==> src/rtl/fir_pkg.sv <==
// Shared types and width helpers for the FIR partial-sum accumulator.
package fir_pkg;

    typedef enum logic [1:0] {
        IDLE  = 2'd0,
        ACCUM = 2'd1,
        HOLD  = 2'd2
    } fir_acc_state_t;

    // Width of one beat sum: a lane value plus growth for adding LANES of them.
    function automatic int fir_beat_w(input int lanes, input int lane_w);
        return lane_w + 1 + $clog2(lanes);
    endfunction

endpackage

==> src/rtl/fir_lane_reduce.sv <==
// Combinational reduction of LANES {cout,sum} lane results into one beat sum.
module fir_lane_reduce
    import fir_pkg::*;
#(
    parameter int LANES  = 3,
    parameter int LANE_W = 3
) (
    input  logic [LANES*LANE_W-1:0]                 in_sum,
    input  logic [LANES-1:0]                        in_cout,
    output logic [fir_beat_w(LANES, LANE_W)-1:0]    beat
);

    localparam int BEAT_W = fir_beat_w(LANES, LANE_W);

    logic [BEAT_W-1:0] beat_s;

    // Adder tree over all lanes; each lane is an unsigned LANE_W+1 bit value.
    always_comb begin
        beat_s = {BEAT_W{1'b0}};
        for (int k = 0; k < LANES; k++) begin
            beat_s = beat_s + BEAT_W'({in_cout[k], in_sum[k*LANE_W +: LANE_W]});
        end
    end

    assign beat = beat_s;

endmodule

==> src/rtl/fir_partial_sum_accumulator.sv <==
// Accumulates lane-reduced beat sums over one tap window and presents the result on valid/ready.
// Optional build macro: FIR_ACC_SATURATE_EN (clamp accumulator on overflow instead of wrapping).
module fir_partial_sum_accumulator
    import fir_pkg::*;
#(
    parameter int LANES  = 3,
    parameter int LANE_W = 3,
    parameter int NTAPS  = 8,
    parameter int ACC_W  = 12
) (
    input  logic                      clk,
    input  logic                      rst_n,
    input  logic                      in_valid,
    output logic                      in_ready,
    input  logic [LANES*LANE_W-1:0]   in_sum,
    input  logic [LANES-1:0]          in_cout,
    input  logic                      in_last,
    output logic                      out_valid,
    input  logic                      out_ready,
    output logic [ACC_W-1:0]          out_data,
    output logic                      out_ovf,
    output logic [$clog2(NTAPS):0]    tap_cnt
);

    localparam int BEAT_W = fir_beat_w(LANES, LANE_W);
    localparam int TAP_W  = $clog2(NTAPS) + 1;

    fir_acc_state_t state_r, state_nxt_s;

    logic [BEAT_W-1:0]  beat_s;
    logic [BEAT_W-1:0]  beat_gated_s;
    logic [ACC_W-1:0]   acc_r, acc_nxt_s;
    logic [ACC_W-1:0]   base_s;
    logic [ACC_W:0]     sum_s;
    logic [ACC_W-1:0]   add_res_s;
    logic               carry_s;
    logic               accept_s;
    logic               final_s;
    logic [TAP_W-1:0]   tap_cnt_r, tap_nxt_s;
    logic [ACC_W-1:0]   out_data_r, data_nxt_s;
    logic               out_valid_r, valid_nxt_s;
    logic               out_ovf_r, ovf_nxt_s;
    logic               in_ready_r;

    fir_lane_reduce #(
        .LANES  (LANES),
        .LANE_W (LANE_W)
    ) u_lane_reduce (
        .in_sum  (in_sum),
        .in_cout (in_cout),
        .beat    (beat_s)
    );

    // Idle lanes may carry X; keep them out of the datapath entirely.
    assign beat_gated_s = in_valid ? beat_s : {BEAT_W{1'b0}};

    assign accept_s = in_valid && (state_r != HOLD);
    assign final_s  = in_last || (tap_cnt_r == TAP_W'(NTAPS - 1));
    assign base_s   = (state_r == ACCUM) ? acc_r : {ACC_W{1'b0}};
    assign sum_s    = {1'b0, base_s} + (ACC_W+1)'(beat_gated_s);
    assign carry_s  = sum_s[ACC_W];

`ifdef FIR_ACC_SATURATE_EN
    assign add_res_s = carry_s ? {ACC_W{1'b1}} : sum_s[ACC_W-1:0];
`else
    assign add_res_s = sum_s[ACC_W-1:0];
`endif

    // Next-state and datapath update for the window FSM.
    always_comb begin
        state_nxt_s = state_r;
        acc_nxt_s   = acc_r;
        tap_nxt_s   = tap_cnt_r;
        data_nxt_s  = out_data_r;
        valid_nxt_s = out_valid_r;
        ovf_nxt_s   = out_ovf_r;
        case (state_r)
            IDLE, ACCUM: begin
                if (accept_s) begin
                    tap_nxt_s = tap_cnt_r + TAP_W'(1);
                    ovf_nxt_s = out_ovf_r | carry_s;
                    if (final_s) begin
                        state_nxt_s = HOLD;
                        data_nxt_s  = add_res_s;
                        valid_nxt_s = 1'b1;
                    end else begin
                        state_nxt_s = ACCUM;
                        acc_nxt_s   = add_res_s;
                    end
                end else begin
                    state_nxt_s = state_r;
                end
            end
            HOLD: begin
                if (out_ready) begin
                    state_nxt_s = IDLE;
                    valid_nxt_s = 1'b0;
                    acc_nxt_s   = {ACC_W{1'b0}};
                    tap_nxt_s   = {TAP_W{1'b0}};
                    ovf_nxt_s   = 1'b0;
                end else begin
                    state_nxt_s = HOLD;
                end
            end
            default: begin
                state_nxt_s = IDLE;
                valid_nxt_s = 1'b0;
                acc_nxt_s   = {ACC_W{1'b0}};
                tap_nxt_s   = {TAP_W{1'b0}};
                ovf_nxt_s   = 1'b0;
            end
        endcase
    end

    // State and output registers; in_ready is registered from the next state.
    always_ff @(posedge clk or negedge rst_n) begin
        if (!rst_n) begin
            state_r     <= IDLE;
            acc_r       <= {ACC_W{1'b0}};
            tap_cnt_r   <= {TAP_W{1'b0}};
            out_data_r  <= {ACC_W{1'b0}};
            out_valid_r <= 1'b0;
            out_ovf_r   <= 1'b0;
            in_ready_r  <= 1'b1;
        end else begin
            state_r     <= state_nxt_s;
            acc_r       <= acc_nxt_s;
            tap_cnt_r   <= tap_nxt_s;
            out_data_r  <= data_nxt_s;
            out_valid_r <= valid_nxt_s;
            out_ovf_r   <= ovf_nxt_s;
            in_ready_r  <= (state_nxt_s != HOLD);
        end
    end

    assign in_ready  = in_ready_r;
    assign out_valid = out_valid_r;
    assign out_data  = out_data_r;
    assign out_ovf   = out_ovf_r;
    assign tap_cnt   = tap_cnt_r;

endmodule
==> config.mk <==
export PLATFORM = sky130hd
export DESIGN_NAME = fir_partial_sum_accumulator
export DESIGN_NICKNAME = d
export VERILOG_FILES = /design/src/rtl/fir_pkg.sv /design/src/rtl/fir_lane_reduce.sv /design/src/rtl/fir_partial_sum_accumulator.sv
export SDC_FILE = /design/constraint.sdc
export NUM_CORES = 1
export LEC_CHECK = 0
export CORE_AREA = 4 4 97 99
export DETAILED_ROUTE_END_ITERATION = 8
export DIE_AREA = 0 0 101 103
export PLACE_DENSITY = 0.47
export SETUP_SLACK_MARGIN = 0.2
export SLEW_MARGIN = 15
export SYNTH_ARGS = -nofsm -noshare
export SYNTH_HDL_FRONTEND = slang
export SYNTH_SLANG_ARGS = --single-unit
export TNS_END_PERCENT = 100
==> constraint.sdc <==
create_clock -name clk -period 2.6 [get_ports clk]
set_input_delay 0.52 -clock clk [delete_from_list [all_inputs] [get_ports clk]]
set_output_delay 0.52 -clock clk [all_outputs]
set_load 0.005 [all_outputs]
# Yosys cells after proc, flatten, opt, wreduce, memory -nomap -nowiden
# Index checks and enable logic that the tools add are counted.
dict set report word_totals {
  ff_bits 33
  input_bits 17
  output_inout_bits 19
}
dict set report op_classes {
  add_sub_neg 4
  eq_ne 9
  muxes 19
  bitwise 1
  n_reduce_logical 8
}
# cell count
set op_table {}
lappend op_table {{2-to-1 mux 12 bit} 4}
lappend op_table {{one-hot mux 12 bit (2 select lines)} 1}
lappend op_table {{adder 12 x 6 -> 13 bit} 1}
lappend op_table {{!= test 2 bit (second input constant)} 6}
lappend op_table {{AND reduction 3 bit} 3}
lappend op_table {{2-to-1 mux 4 bit} 2}
lappend op_table {{one-hot mux 4 bit (2 select lines)} 1}
lappend op_table {{adder 6 x 4 -> 6 bit} 1}
lappend op_table {{2-to-1 mux 2 bit} 3}
lappend op_table {{2-to-1 mux 6 bit} 1}
lappend op_table {{adder 4 x 4 -> 5 bit} 1}
lappend op_table {{adder 4 x 1 -> 4 bit (second input constant)} 1}
lappend op_table {{equality test 4 x 3 -> 1 bit (second input constant)} 1}
lappend op_table {{2-to-1 mux 1 bit} 4}
lappend op_table {{one-hot mux 1 bit (2 select lines)} 2}
lappend op_table {{one-hot mux 2 bit (2 select lines)} 1}
lappend op_table {{equality test 2 x 1 -> 1 bit (second input constant)} 1}
lappend op_table {{equality test 2 bit (second input constant)} 1}
lappend op_table {{zero test 2 bit} 1}
lappend op_table {{AND reduction 2 bit} 1}
lappend op_table {{OR reduction 2 bit} 1}
lappend op_table {{logical AND 1 bit} 1}
lappend op_table {{logical OR 1 bit} 1}
lappend op_table {{bitwise OR 1 bit} 1}

# Depth between registers and ports, before layout
dict set report logic_depth {
  word_depth 7
  ltp_mapped 14
  depth_no_buf 14
}

# Modules after synthesis
# From an unflattened synthesis, not the netlist that was laid out.
dict set report hier_totals {
  cells_unflattened 219
  area_unflattened_um2 2162.1
}
# mod instances cells_per_inst area_each_um2
set by_module_without_submodules {}
lappend by_module_without_submodules {fir_partial_sum_accumulator 1 191 1929.4}
lappend by_module_without_submodules {fir_lane_reduce 1 28 232.7}

# Worst setup path before layout
# OpenSTA, ideal clock, no wires.
dict set report synth_path {
  path_type {input port to flip-flop}
  start {in in_sum[0]}
  end {reg acc_r[9]}
  arrival_time_ns 3.429
  setup_slack_ns -0.911
  cell_stages 13
  path_buffers 0
  path_cell_list {ha_1 fa_1 fa_1 a21o_1 a21oi_1 xor2_1 and2_1 ha_1 o211ai_1 o21ai_0 o2111ai_1 or3_1 o21ai_0}
}
dict set report synth_between {
  elab_chain_len 7
}
# item line_no
set synth_rtl {}
lappend synth_rtl {{from (decl)} fir_partial_sum_accumulator.sv:15} ;# input logic [LANES*LANE_W-1:0] in_sum,
lappend synth_rtl {{adder 4 x 4 -> 5 bit} fir_lane_reduce.sv:21} ;# beat_s = beat_s + BEAT_W'({in_cout[k], in_sum[k*LANE_W +: LANE_W]});
lappend synth_rtl {{adder 6 x 4 -> 6 bit} fir_lane_reduce.sv:21}
lappend synth_rtl {{2-to-1 mux 6 bit} fir_partial_sum_accumulator.sv:55} ;# assign beat_gated_s = in_valid ? beat_s : {BEAT_W{1'b0}};
lappend synth_rtl {{adder 12 x 6 -> 13 bit} fir_partial_sum_accumulator.sv:60} ;# assign sum_s = {1'b0, base_s} + (ACC_W+1)'(beat_gated_s);
lappend synth_rtl {{2-to-1 mux 12 bit} fir_partial_sum_accumulator.sv:82} ;# if (final_s) begin
lappend synth_rtl {{2-to-1 mux 12 bit} fir_partial_sum_accumulator.sv:79} ;# if (accept_s) begin
lappend synth_rtl {{one-hot mux 12 bit (2 select lines)} fir_partial_sum_accumulator.sv:77} ;# case (state_r)
lappend synth_rtl {{to (signal assigned)} fir_partial_sum_accumulator.sv:119} ;# acc_r <= {ACC_W{1'b0}};
lappend synth_rtl {{to (signal assigned)} fir_partial_sum_accumulator.sv:127} ;# acc_r <= acc_nxt_s;
lappend synth_rtl {{to (decl)} fir_partial_sum_accumulator.sv:32} ;# logic [ACC_W-1:0] acc_r, acc_nxt_s;
# No other way between the ends. The select of a mux whose other input is x is not followed.
# A chain may end at the register's enable or synchronous reset.

# Final worst setup path
dict set report layout_path {
  start {in in_sum[3]}
  end {reg acc_r[9]}
}
# The elaborated chain is that of the path after synthesis.

==> metrics.csv <==
stage,metric,value,unit
status,status,finished with violations,
status,failed_checks,setup timing,
timing,clock_skew,0.00913,ns
flow_run,cap_violations,0,
hold_path,min_from,out_data[2],
global_routing,grt_pass1_vias,1816,
power,leakage,1.41,nW
final_layout,seqCellArea,827,um2
die,die_area,0.0104,mm2
setup_path,r2r_start,state_r[1],
drt,final_antenna_net_count,0,
die,initial_utilization,24.4,%
final_layout,drive_gt1_share,35.2,%
synthesis,synth_top_area_share,38.4,%
timing,rsz0062_at_grt,true,
drt,drc,0,
drt,dr.pass1.iters,4,
setup_path,worst_ep_arrival_time,3.41,ns
power,clkPwrFrac,20.9,%
global_routing,antenna_found_initial,0,
die,rows,34,
drt,vias,1783,
synthesis,synth_seq_area_share,39.7,%
hold_path,whs_path_depth,2,
cts,clk_latency,0.28,ns
synthesis,syn_avg_cell_area,9.43,um2
setup_path,start_kind,primary input,
final_layout,multiInputGateArea,0.00158,mm2
power,fin_total_pwr,1.86,mW
setup_path,cp.buffers_inverters,1,
die,core_region_area,0.00855,mm2
global_routing,grt_use_met3,2.50,%
power,power_switching_share,31.6,%
drt,drt_iter0_markers,46,
power,p_per_area,572,mW/mm2
die,fp.dieW,101,um
synthesis,yosys_warnings,0,
setup_path,crit_slowest_cell,fa_2,
timing,fmax,0.312,GHz
global_routing,grt_max_degree,34,
synthesis,synth_nets,256,
place,dp_hpwl,3.70,mm
die,io_pins,36,
cts,cts_tree,built,
setup_path,cp_top_family,adder cells,
synthesis,synth_area_leaders,"dfrtp_1, ha_1, o21ai_0",
global_routing,grt_busiest_layer,met2,
setup_path,startpoint,in_sum[3],
timing,period_minus_slack,3.21,ns
timing,worst_pin_slew,0.424,ns
synthesis,synth_edf_count,0,
synthesis,async_reset_ff_share,100,%
final_layout,nets,321,
cts,root_buffer,clkbuf_8,
drt,wl,5.16,mm
timing,fin_ws,-0.608,ns
drt,via_per_inst,4.51,
global_routing,grtUsageMet1,14.4,%
synthesis,synth_seq_cells,33,
power,p_int,1.27,mW
setup_path,path_cells,buf_6 -> ha_4 -> fa_2 -> fa_2 -> a21o_1 -> a21oi_2 -> xor2_1 -> and2_4 -> ha_4 -> o211ai_1 -> o21ai_2 -> o2111ai_2 -> or3_1 -> o21ai_1,
setup_path,cp.required,2.81,ns
drt,wl_per_cell,13.1,um
synthesis,synth_largest_area_cell,dfrtp_1,
cts,clk_pin_slew_worst_paths,0.07,ns
timing,hold_violations,0,
synthesis,synth.distinct_cells,46,
place,io_buffers,35,
synthesis,syn_inst,221,
final_layout,syn_to_final_growth,56.2,%
setup_path,worstPathMaxFanout,5,
timing,drv_slew,0,
power,seq_power_share,37.0,%
place,pre_cts_ws,-1.39,ns
cts,cts_buffer_depth,2,
cts,numCtsBuffers,5,
global_routing,overflow,0,
power,switching_power,0.589,mW
timing,fin_crit_sh,123,%
hold_path,min_path_type,reg2reg,
power,combPwrFrac,42.2,%
global_routing,grt_pass1_wl,8.78,mm
synthesis,dominantRegCellSynth,dfrtp_1,
final_layout,nFillCells,862,
timing,finalSetupViolCount,22,
synthesis,syn_area,0.00208,mm2
final_layout,antenna_cells,0,
power,ir_drop,0.310,mV
setup_path,end_kind,flop,
setup_path,slowest_delay,0.48,ns
synthesis,synth_most_common_cell,dfrtp_1,
global_routing,use_met2,17.0,%
place,gp_congestion,0.800,
cts,postCtsHoldBufs,0,
cts,cts_max_level,2,
synthesis,yosys-top-cells-count,"dfrtp_1, nand2_1, o21ai_0",
die,fp.dieH,103,um
timing,max_slew_margin,71.7,%
global_routing,track_usage,10.5,%
setup_path,r2r_cells,10,
setup_path,cp_num_cells,14,
cts,clock_sinks,33,
setup_path,crit_type,in2reg,
final timing paths:
path	slack [ns]	to
worst max-delay path	-0.61	acc_r[9]
worst min-delay path	0.48	out_data[2]
worst max register to register	0.34	out_data[9]
worst min register to register	0.48	out_data[2]
max in group asynchronous	1.61	in_ready
min in group asynchronous	0.65	out_data[3]
cell usage in the layout (no fill, tap or decap), types with 3 or more instances in the layout:
| master | n |
|---|---|
| dfrtp_1 | 32 |
| clkdlybuf4s50_1 | 29 |
| nand2_1 | 28 |
| buf_4 | 28 |
| o21ai_1 | 15 |
| and2_1 | 9 |
| nand3_1 | 9 |
| ha_4 | 8 |
| buf_6 | 7 |
| xor2_1 | 6 |
| o21ai_0 | 6 |
| ha_1 | 6 |
| clkbuf_8 | 6 |
| a21o_1 | 5 |
| xnor2_2 | 5 |
| a21oi_1 | 4 |
| a21oi_2 | 4 |
| and2_4 | 4 |
| inv_1 | 4 |
| xnor2_1 | 3 |
| nor2_1 | 3 |
| mux2i_1 | 3 |
| fa_2 | 3 |
per-stage QoR:
| stage | area, um2 | cells | hold slack [ns] | TNS [ns] | util [%] |
|---|---|---|---|---|---|
| 2_1_floorplan | 2180 | 221 | 0.224 | -8.82 | - |
| 3_3_place_gp | 2820 | 381 | 0.456 | -25.21 | 33.0 |
| 3_5_place_dp | 2820 | 381 | 0.458 | -25.30 | 33.0 |
| 4_1_cts | 3150 | 393 | 0.472 | -8.67 | 36.9 |
| 5_1_grt | 3260 | 395 | 0.509 | -11.15 | 38.1 |
| 6_report | 3260 | 395 | 0.481 | -9.14 | 38.1 |
timing repair:
| item | CTS | global route |
|---|---|---|
| pin swaps | 33 | 32 |
| endpoints found under the setup margin | 23 | 23 |
| hold endpoints to repair | 0 | 0 |
| setup buffers | 4 | 2 |
| gates resized for setup | 63 | 16 |
worst register-to-register path, stage by stage (launching register included):
cell	delay [ns]
dfrtp_1	0.38
nor2b_1	0.21
buf_4	0.22
and2_1	0.19
ha_4	0.22
o211ai_1	0.23
o21ai_2	0.12
o2111ai_2	0.24
buf_4	0.15
xor2_1	0.13
o21ai_1	0.08
power groups by stage:
stage / Combinational, mW / Sequential, mW / Clock [mW]
after floorplan: 0.362 / 0.697 / 0
after global placement: 0.674 / 0.696 / 0
after detailed placement: 0.674 / 0.697 / 0
after CTS: 0.762 / 0.691 / 0.407
after global routing: 0.866 / 0.707 / 0.433
final: 0.785 / 0.688 / 0.389
final cells by class:
class                   instances  share of cell area (%)
inverters                       4                   0.461
well taps                     108                    4.15
multi-input cells             174                    48.6
repair buffers                 68                    18.6
clock buffers                   8                    2.77
flip-flops and latches         33                    25.4
registers in the layout, indices dropped and copies added (netlist names):
name	count
in_ready	1
out_ovf	1
state_r	2
out_data	12
acc_r	12
out_valid	1
tap_cnt	4
routing by layer:
metal,up-vias,share of wire (%)
li1,910,-
met4,0,0.48
met3,2,3.6
met2,23,46
met5,-,0
met1,848,49
cell families (layout without fill, tap and decap cells):
family                     count (synthesis)  count (layout)  synth area share, %
DFF                                       33              33                 39.7
muxes                                      5               5                 2.52
AOI/OAI and AO/OA                         54              54                 15.6
and+or+nand+nor                           80              80                 20.2
adders and majority gates                 18              18                 11.9
buffers and inverters                     14              80                 2.94
xor gates and xnor gates                  17              17                 7.14
Note: power is estimated with default switching activity, not from simulation.
